### config.mk
export PLATFORM = sky130hd
export DESIGN_NAME = imem_access_ctrl
export DESIGN_NICKNAME = d
export VERILOG_FILES = /design/src/rtl/imem_access_ctrl_pkg.sv /design/src/rtl/imem_rr_arb.sv /design/src/rtl/imem_access_ctrl.sv
export SDC_FILE = /design/constraint.sdc
export NUM_CORES = 1
export LEC_CHECK = 0
export BUFFER_PORTS_ARGS = -buffer_cell sky130_fd_sc_hd__buf_2
export CAP_MARGIN = 10
export CORE_MARGIN = 3
export CORE_UTILIZATION = 45
export DETAILED_ROUTE_END_ITERATION = 12
export HOLD_SLACK_MARGIN = 0.06
export PLACE_DENSITY_LB_ADDON = 0.25
export SLEW_MARGIN = 40
export SYNTH_ARGS = -nofsm -noshare
export SYNTH_HDL_FRONTEND = slang
export SYNTH_SLANG_ARGS = --single-unit
export TNS_END_PERCENT = 10
### constraint.sdc
create_clock -name clk -period 4.7 [get_ports clk]
set_clock_uncertainty 0.05 [all_clocks]
set_input_delay 0.94 -clock clk [delete_from_list [all_inputs] [get_ports clk]]
set_output_delay 0.94 -clock clk [all_outputs]
set_load 0.03 [all_outputs]
### src/rtl/imem_access_ctrl_pkg.sv
// Shared types and constants for the instruction-memory access controller.
//   imem_state_e : controller FSM states
//   imem_req_e   : requester identity (fetch port or loader port)
//   IMEM_BYTES   : instruction memory size in bytes
//   NOP_INSTR    : word returned on a rejected fetch (addi x0,x0,0)
//   addr_err()   : word-access legality check, done on a 33-bit sum so the
//                  top of the address space cannot wrap back into range
package imem_access_ctrl_pkg;

    localparam int unsigned IMEM_BYTES = 44;
    localparam logic [31:0] NOP_INSTR  = 32'h0000_0013;

    typedef enum logic [2:0] {
        IDLE,
        RD,
        RD_LAST,
        WR,
        RESP,
        ERR
    } imem_state_e;

    typedef enum logic {
        FETCH  = 1'b0,
        LOADER = 1'b1
    } imem_req_e;

    function automatic logic addr_err(input logic [31:0] addr, input int unsigned mem_bytes);
        return (addr[1:0] != 2'b00) || (({1'b0, addr} + 33'd3) >= 33'(mem_bytes));
    endfunction

endpackage

### src/rtl/imem_rr_arb.sv
// Two-way round-robin arbiter.
//   clk, rst : clock, asynchronous active-high reset
//   valid    : [0] fetch request, [1] loader request (already gated by caller)
//   accept   : a grant was taken this cycle; advances the round-robin pointer
//   grant    : one-hot (or zero) grant, combinational from valid
module imem_rr_arb
    import imem_access_ctrl_pkg::*;
(
    input  logic       clk,
    input  logic       rst,
    input  logic [1:0] valid,
    input  logic       accept,
    output logic [1:0] grant
);

    imem_req_e rr_last_q;
    imem_req_e rr_last_d;

    always_comb begin
        grant = valid;
        // On a tie, the requester that did not win last time goes first.
        if (valid == 2'b11) begin
            grant = (rr_last_q == FETCH) ? 2'b10 : 2'b01;
        end
    end

    always_comb begin
        rr_last_d = rr_last_q;
        if (accept) begin
            rr_last_d = grant[1] ? LOADER : FETCH;
        end
    end

    // Resetting to LOADER lets fetch win the first tie.
    always_ff @(posedge clk or posedge rst) begin
        if (rst) begin
            rr_last_q <= LOADER;
        end else begin
            rr_last_q <= rr_last_d;
        end
    end

endmodule

### src/rtl/imem_access_ctrl.sv
// Instruction-memory access controller: arbitrates fetch reads and loader
// writes onto a byte-wide single-port synchronous-read memory, splitting each
// 32-bit word into four little-endian byte beats.
//   f_req_*/f_addr   : fetch request handshake and byte address
//   f_rsp_*          : one-cycle fetch response pulse, instruction, error flag
//   l_req_*/l_addr/l_wdata : loader write request handshake, address, word
//   l_done/l_err     : one-cycle write completion pulse and error qualifier
//   mem_*            : byte memory strobe, direction, index, write/read data
module imem_access_ctrl
    import imem_access_ctrl_pkg::*;
#(
    parameter int unsigned MEM_BYTES = IMEM_BYTES,
    parameter int unsigned IDX_W     = $clog2(MEM_BYTES),
    parameter logic [31:0] NOP_INSTR = imem_access_ctrl_pkg::NOP_INSTR
) (
    input  logic             clk,
    input  logic             rst,
    input  logic             f_req_valid,
    output logic             f_req_ready,
    input  logic [31:0]      f_addr,
    output logic             f_rsp_valid,
    output logic [31:0]      f_rsp_instr,
    output logic             f_rsp_err,
    input  logic             l_req_valid,
    output logic             l_req_ready,
    input  logic [31:0]      l_addr,
    input  logic [31:0]      l_wdata,
    output logic             l_done,
    output logic             l_err,
    output logic             mem_en,
    output logic             mem_we,
    output logic [IDX_W-1:0] mem_addr,
    output logic [7:0]       mem_wdata,
    input  logic [7:0]       mem_rdata
);

    imem_state_e      state_q, state_d;
    imem_req_e        req_q, req_d;
    logic [1:0]       beat_q, beat_d;
    logic [IDX_W-1:0] base_q, base_d;
    logic [31:0]      wdata_q, wdata_d;
    logic [23:0]      buf_q, buf_d;     // bytes 0..2; byte 3 goes straight into instr
    logic [31:0]      instr_q, instr_d;

    logic [1:0]  arb_valid;
    logic [1:0]  grant;
    logic        accept;
    logic [31:0] sel_addr;
    logic        sel_err;

    // Requests are only visible to the arbiter while idle, so ready is never
    // raised mid-word and at most one ready is high.
    assign arb_valid = (state_q == IDLE) ? {l_req_valid, f_req_valid} : 2'b00;
    assign accept    = |grant;

    imem_rr_arb u_arb (
        .clk    (clk),
        .rst    (rst),
        .valid  (arb_valid),
        .accept (accept),
        .grant  (grant)
    );

    assign f_req_ready = grant[0];
    assign l_req_ready = grant[1];
    assign sel_addr    = grant[1] ? l_addr : f_addr;
    assign sel_err     = addr_err(sel_addr, MEM_BYTES);

    // Responses are decoded from registered state, so they are clean pulses.
    assign f_rsp_valid = (req_q == FETCH)  && ((state_q == RESP) || (state_q == ERR));
    assign f_rsp_err   = (req_q == FETCH)  && (state_q == ERR);
    assign l_done      = (req_q == LOADER) && ((state_q == RESP) || (state_q == ERR));
    assign l_err       = (req_q == LOADER) && (state_q == ERR);
    assign f_rsp_instr = instr_q;

    assign mem_en   = (state_q == RD) || (state_q == WR);
    assign mem_we   = (state_q == WR);
    assign mem_addr = base_q + IDX_W'(beat_q);

    always_comb begin
        mem_wdata = 8'h00;
        case (beat_q)
            2'd0: mem_wdata = wdata_q[7:0];
            2'd1: mem_wdata = wdata_q[15:8];
            2'd2: mem_wdata = wdata_q[23:16];
            2'd3: mem_wdata = wdata_q[31:24];
            default: mem_wdata = 8'h00;
        endcase
    end

    always_comb begin
        state_d = state_q;
        req_d   = req_q;
        beat_d  = beat_q;
        base_d  = base_q;
        wdata_d = wdata_q;
        buf_d   = buf_q;
        instr_d = instr_q;
        case (state_q)
            IDLE: begin
                if (accept) begin
                    req_d   = grant[1] ? LOADER : FETCH;
                    base_d  = sel_addr[IDX_W-1:0];
                    wdata_d = l_wdata;
                    beat_d  = 2'd0;
                    if (sel_err) begin
                        state_d = ERR;
                        // Loaded now so the NOP is visible with the error pulse
                        // and then held like any other fetch response.
                        if (!grant[1]) begin
                            instr_d = NOP_INSTR;
                        end
                    end else begin
                        state_d = grant[1] ? WR : RD;
                    end
                end
            end
            RD: begin
                // Synchronous read: the byte strobed last cycle arrives now.
                case (beat_q)
                    2'd1: buf_d[7:0]   = mem_rdata;
                    2'd2: buf_d[15:8]  = mem_rdata;
                    2'd3: buf_d[23:16] = mem_rdata;
                    default: ;
                endcase
                beat_d = beat_q + 2'd1;
                if (beat_q == 2'd3) begin
                    state_d = RD_LAST;
                end
            end
            RD_LAST: begin
                // Instruction updates only at completion so the output holds
                // the previous response throughout the read.
                instr_d = {mem_rdata, buf_q};
                state_d = RESP;
            end
            WR: begin
                beat_d = beat_q + 2'd1;
                if (beat_q == 2'd3) begin
                    state_d = RESP;
                end
            end
            RESP, ERR: state_d = IDLE;
            default:   state_d = IDLE;
        endcase
    end

    always_ff @(posedge clk or posedge rst) begin
        if (rst) begin
            state_q <= IDLE;
            req_q   <= FETCH;
            beat_q  <= 2'd0;
            base_q  <= '0;
            wdata_q <= 32'h0;
            buf_q   <= 24'h0;
            instr_q <= 32'h0;
        end else begin
            state_q <= state_d;
            req_q   <= req_d;
            beat_q  <= beat_d;
            base_q  <= base_d;
            wdata_q <= wdata_d;
            buf_q   <= buf_d;
            instr_q <= instr_d;
        end
    end

endmodule

==> flow_summary.ini <==
[yosys]
syn_inst = 571
ys_types = 74
synth_enable_flop_cells = 0
syn_nets = 686
synth_commonest_cells = dfrtp_1 (100), nand2_1 (94), mux2_2 (58), o21ai_2 (27), nand4_1 (26)
synth_top_flop_cell = dfrtp_1
synth_area_leaders = dfrtp_1 (43%), mux2_2 (11%), nand2_1 (6.1%), o21ai_2 (4.1%), nand4_1 (2.8%)
synth_top_cell_area_share_pct = 42.96
synth-async-reset-ratio_pct = 100.0
syn_area_per_cell_um2 = 10.20
synth.most_common_cell = dfrtp_1
ys_seq_elements = 101
yosys_warnings = 0
yosysTopAreaCell = dfrtp_1
yosysSeqAreaShare_pct = 43.41
synthesis.area_um2 = 5826

[power_and_ir_drop]
power.leakage_nw = 3.280
powerDensity_nw_per_um2 = 606.0
peakVddDrop_mv = 0.4507

[timing]
final.period_utilization_pct = 74.92
setup_tns_ps = 0
report.final.slew_viol_count = 0
slew_headroom_pct = 50.52
fin_crit_ps = 3521
report.final.hold_viol_count = 0
fmax_mhz = 284.0
finalSetupViolations = 0
setup_slack_ps = 1179
tightest_slew_ps = 736.5
rsz0062_at_grt = no

[clock_tree]
cts_resized = 0
cts_buffer_depth = 2
ctsHtreeMaxLevel = 3
cts-root-buf = clkbuf_16
cts_made_buffers = 9
cts_hold_buf = 0
cts_sinks = 101
cts.reportedPaths.clkPinSlew_ps = 60
worstSkewPairLatency_ps = 330
cts_tree = done
post_cts_buffers = 0

[hold_path]
hold_depth = 2
holdPathEnd = f_rsp_instr[9]
worstHoldStart = buf_q[9]
holdCritPathClass = reg2reg

[setup_path]
crit_arrival_ps = 3720
cp-end-kind = flop
rrSetupSlack_ps = 1180
start_kind = flop
r2r_end = f_rsp_instr[13]
required_ps = 4900
crit_fanout = 23
reg2reg_from = state_q[0]
ff2ff_path_depth = 11
critical_path_class = reg2reg

[run_status]
outcome = complete, no violations

[place]
place.detailed.instances = 878
gp_congestion = 0.9397
post-place-ws_ps = 892.6
dpl.hpwl_mm = 11.83
io_buffer_count = 161

[finish]
drive_above_1_share_pct = 40.77
fin_cells = 894
area_delta_synth_final_pct = 21.63
n_antenna_cell = 0
nets = 836

[die]
core_area_um2 = 12310
dieArea_um2 = 14350
fp.dieW_um = 119.8
die_y_um = 119.8
num_io_pins = 162
rows = 40
start_util_pct = 47.32

[grt]
grt_first_pass_wirelength_mm = 26.10
grt_pass1_vias = 5218
grt_overflow = 0
grt_usage_pct = 22.18
grt_max_degree = 66
antenna_found_initial = 0

[routing]
drt_pre_antenna_iters = 6
vias_per_cell = 5.849
postRouteAntennaNets = 0
via_count = 5229
drt_iter0_drc = 619
wl_per_cell_um = 17.98
drt_wl_total_mm = 16.08
drc_errors = 0

[job]
maxCapViolCount = 0
final cells by class:
class	count	area [um2]
Clock inverter	3	43.79
Timing Repair Buffer	170	893.4
Tap cell	168	210.2
Multi-Input combinational cell	416	3058
Fill cell	1092	5226
Inverter	23	91.34
Sequential cell	101	2529
Clock buffer	13	260.3
power breakdown:
group          switching (mW)  internal, mW
clock network           0.302         0.442
logic                    1.24         0.820
registers               0.241          1.25
logic make-up (layout without fill, tap and decap cells):
logic type / Yosys count / in the layout / synth area share, %
mux: 71 / 71 / 13.44
flops: 101 / 101 / 43.41
fa+ha+maj: 7 / 7 / 1.632
compound gates: 119 / 119 / 15.96
xor+xnor: 9 / 9 / 1.353
buf+inv: 54 / 209 / 4.317
simple gates: 210 / 210 / 19.89
through the flow:
stage	area, um2	utilization, %	total power [mW]	hold slack (ps)
floorplan	5826	-	2.982	396.0
detailed placement	6779	55.06	3.554	414.6
finish	7086	57.55	4.294	429.3
global placement	6751	54.84	3.469	404.8
global route	7086	57.55	4.568	459.5
CTS	7083	57.53	4.320	433.3
state kept, by name (all words and copies together) (netlist names):
| name | cells |
|---|---|
| f_rsp_instr | 32 |
| u_arb.rr_last_q | 1 |
| base_q | 6 |
| state_q | 3 |
| req_q | 1 |
| beat_q | 2 |
| wdata_q | 32 |
| buf_q | 24 |
cell usage in the layout, fill, tap and decap left out, types with 4 or more instances in the layout:
| master | count |
|---|---|
| o21ai_2 | 27 |
| inv_1 | 20 |
| dfrtp_1 | 100 |
| nand2_1 | 94 |
| buf_2 | 161 |
| a31o_2 | 4 |
| nor4_1 | 11 |
| mux2_2 | 58 |
| nand4_1 | 26 |
| o211ai_1 | 4 |
| or3_1 | 6 |
| buf_4 | 8 |
| and3_1 | 11 |
| a222oi_1 | 8 |
| a31oi_1 | 11 |
| nor2_1 | 14 |
| xnor2_1 | 8 |
| nand3_1 | 10 |
| a211oi_1 | 7 |
| a21oi_1 | 9 |
| and4_1 | 4 |
| ha_1 | 6 |
| clkbuf_16 | 9 |
| o21ai_0 | 16 |
| mux2i_1 | 13 |
| nor3_1 | 7 |
how the worst max path moves through the flow:
stage / startpoint / end / slack (ps) / cells past startpoint
after global routing: state_q[0] / f_rsp_instr[31] / 1030 / 11
after detailed placement: l_req_valid / f_rsp_instr[13] / 890 / 11
final: state_q[0] / f_rsp_instr[13] / 1180 / 11
after global placement: l_req_valid / f_rsp_instr[31] / 990 / 11
after CTS: state_q[0] / f_rsp_instr[13] / 1240 / 11
after floorplan: rst / base_q[0] / 1060 / 1
per-layer routing:
| layer | wire length [um] | vias up | global-route usage, % |
|---|---|---|---|
| li1 | - | 2423 | - |
| met1 | 6880 | 2495 | 30.43 |
| met2 | 7308 | 283 | 34.99 |
| met3 | 1623 | 28 | 5.796 |
| met4 | 262 | 0 | 5.941 |
| met5 | 0 | - | 0 |
worst max-delay path, cell delays in order (launching register included):
cell	delay [ps]
dfrtp_1	490
nor3_4	210
buf_4	250
nand2_2	220
inv_2	430
mux2_2	430
a211oi_1	300
o32ai_2	150
nor4_4	320
a21oi_4	160
buf_4	250
o21ai_0	170
(Power assumes the default switching activity.)
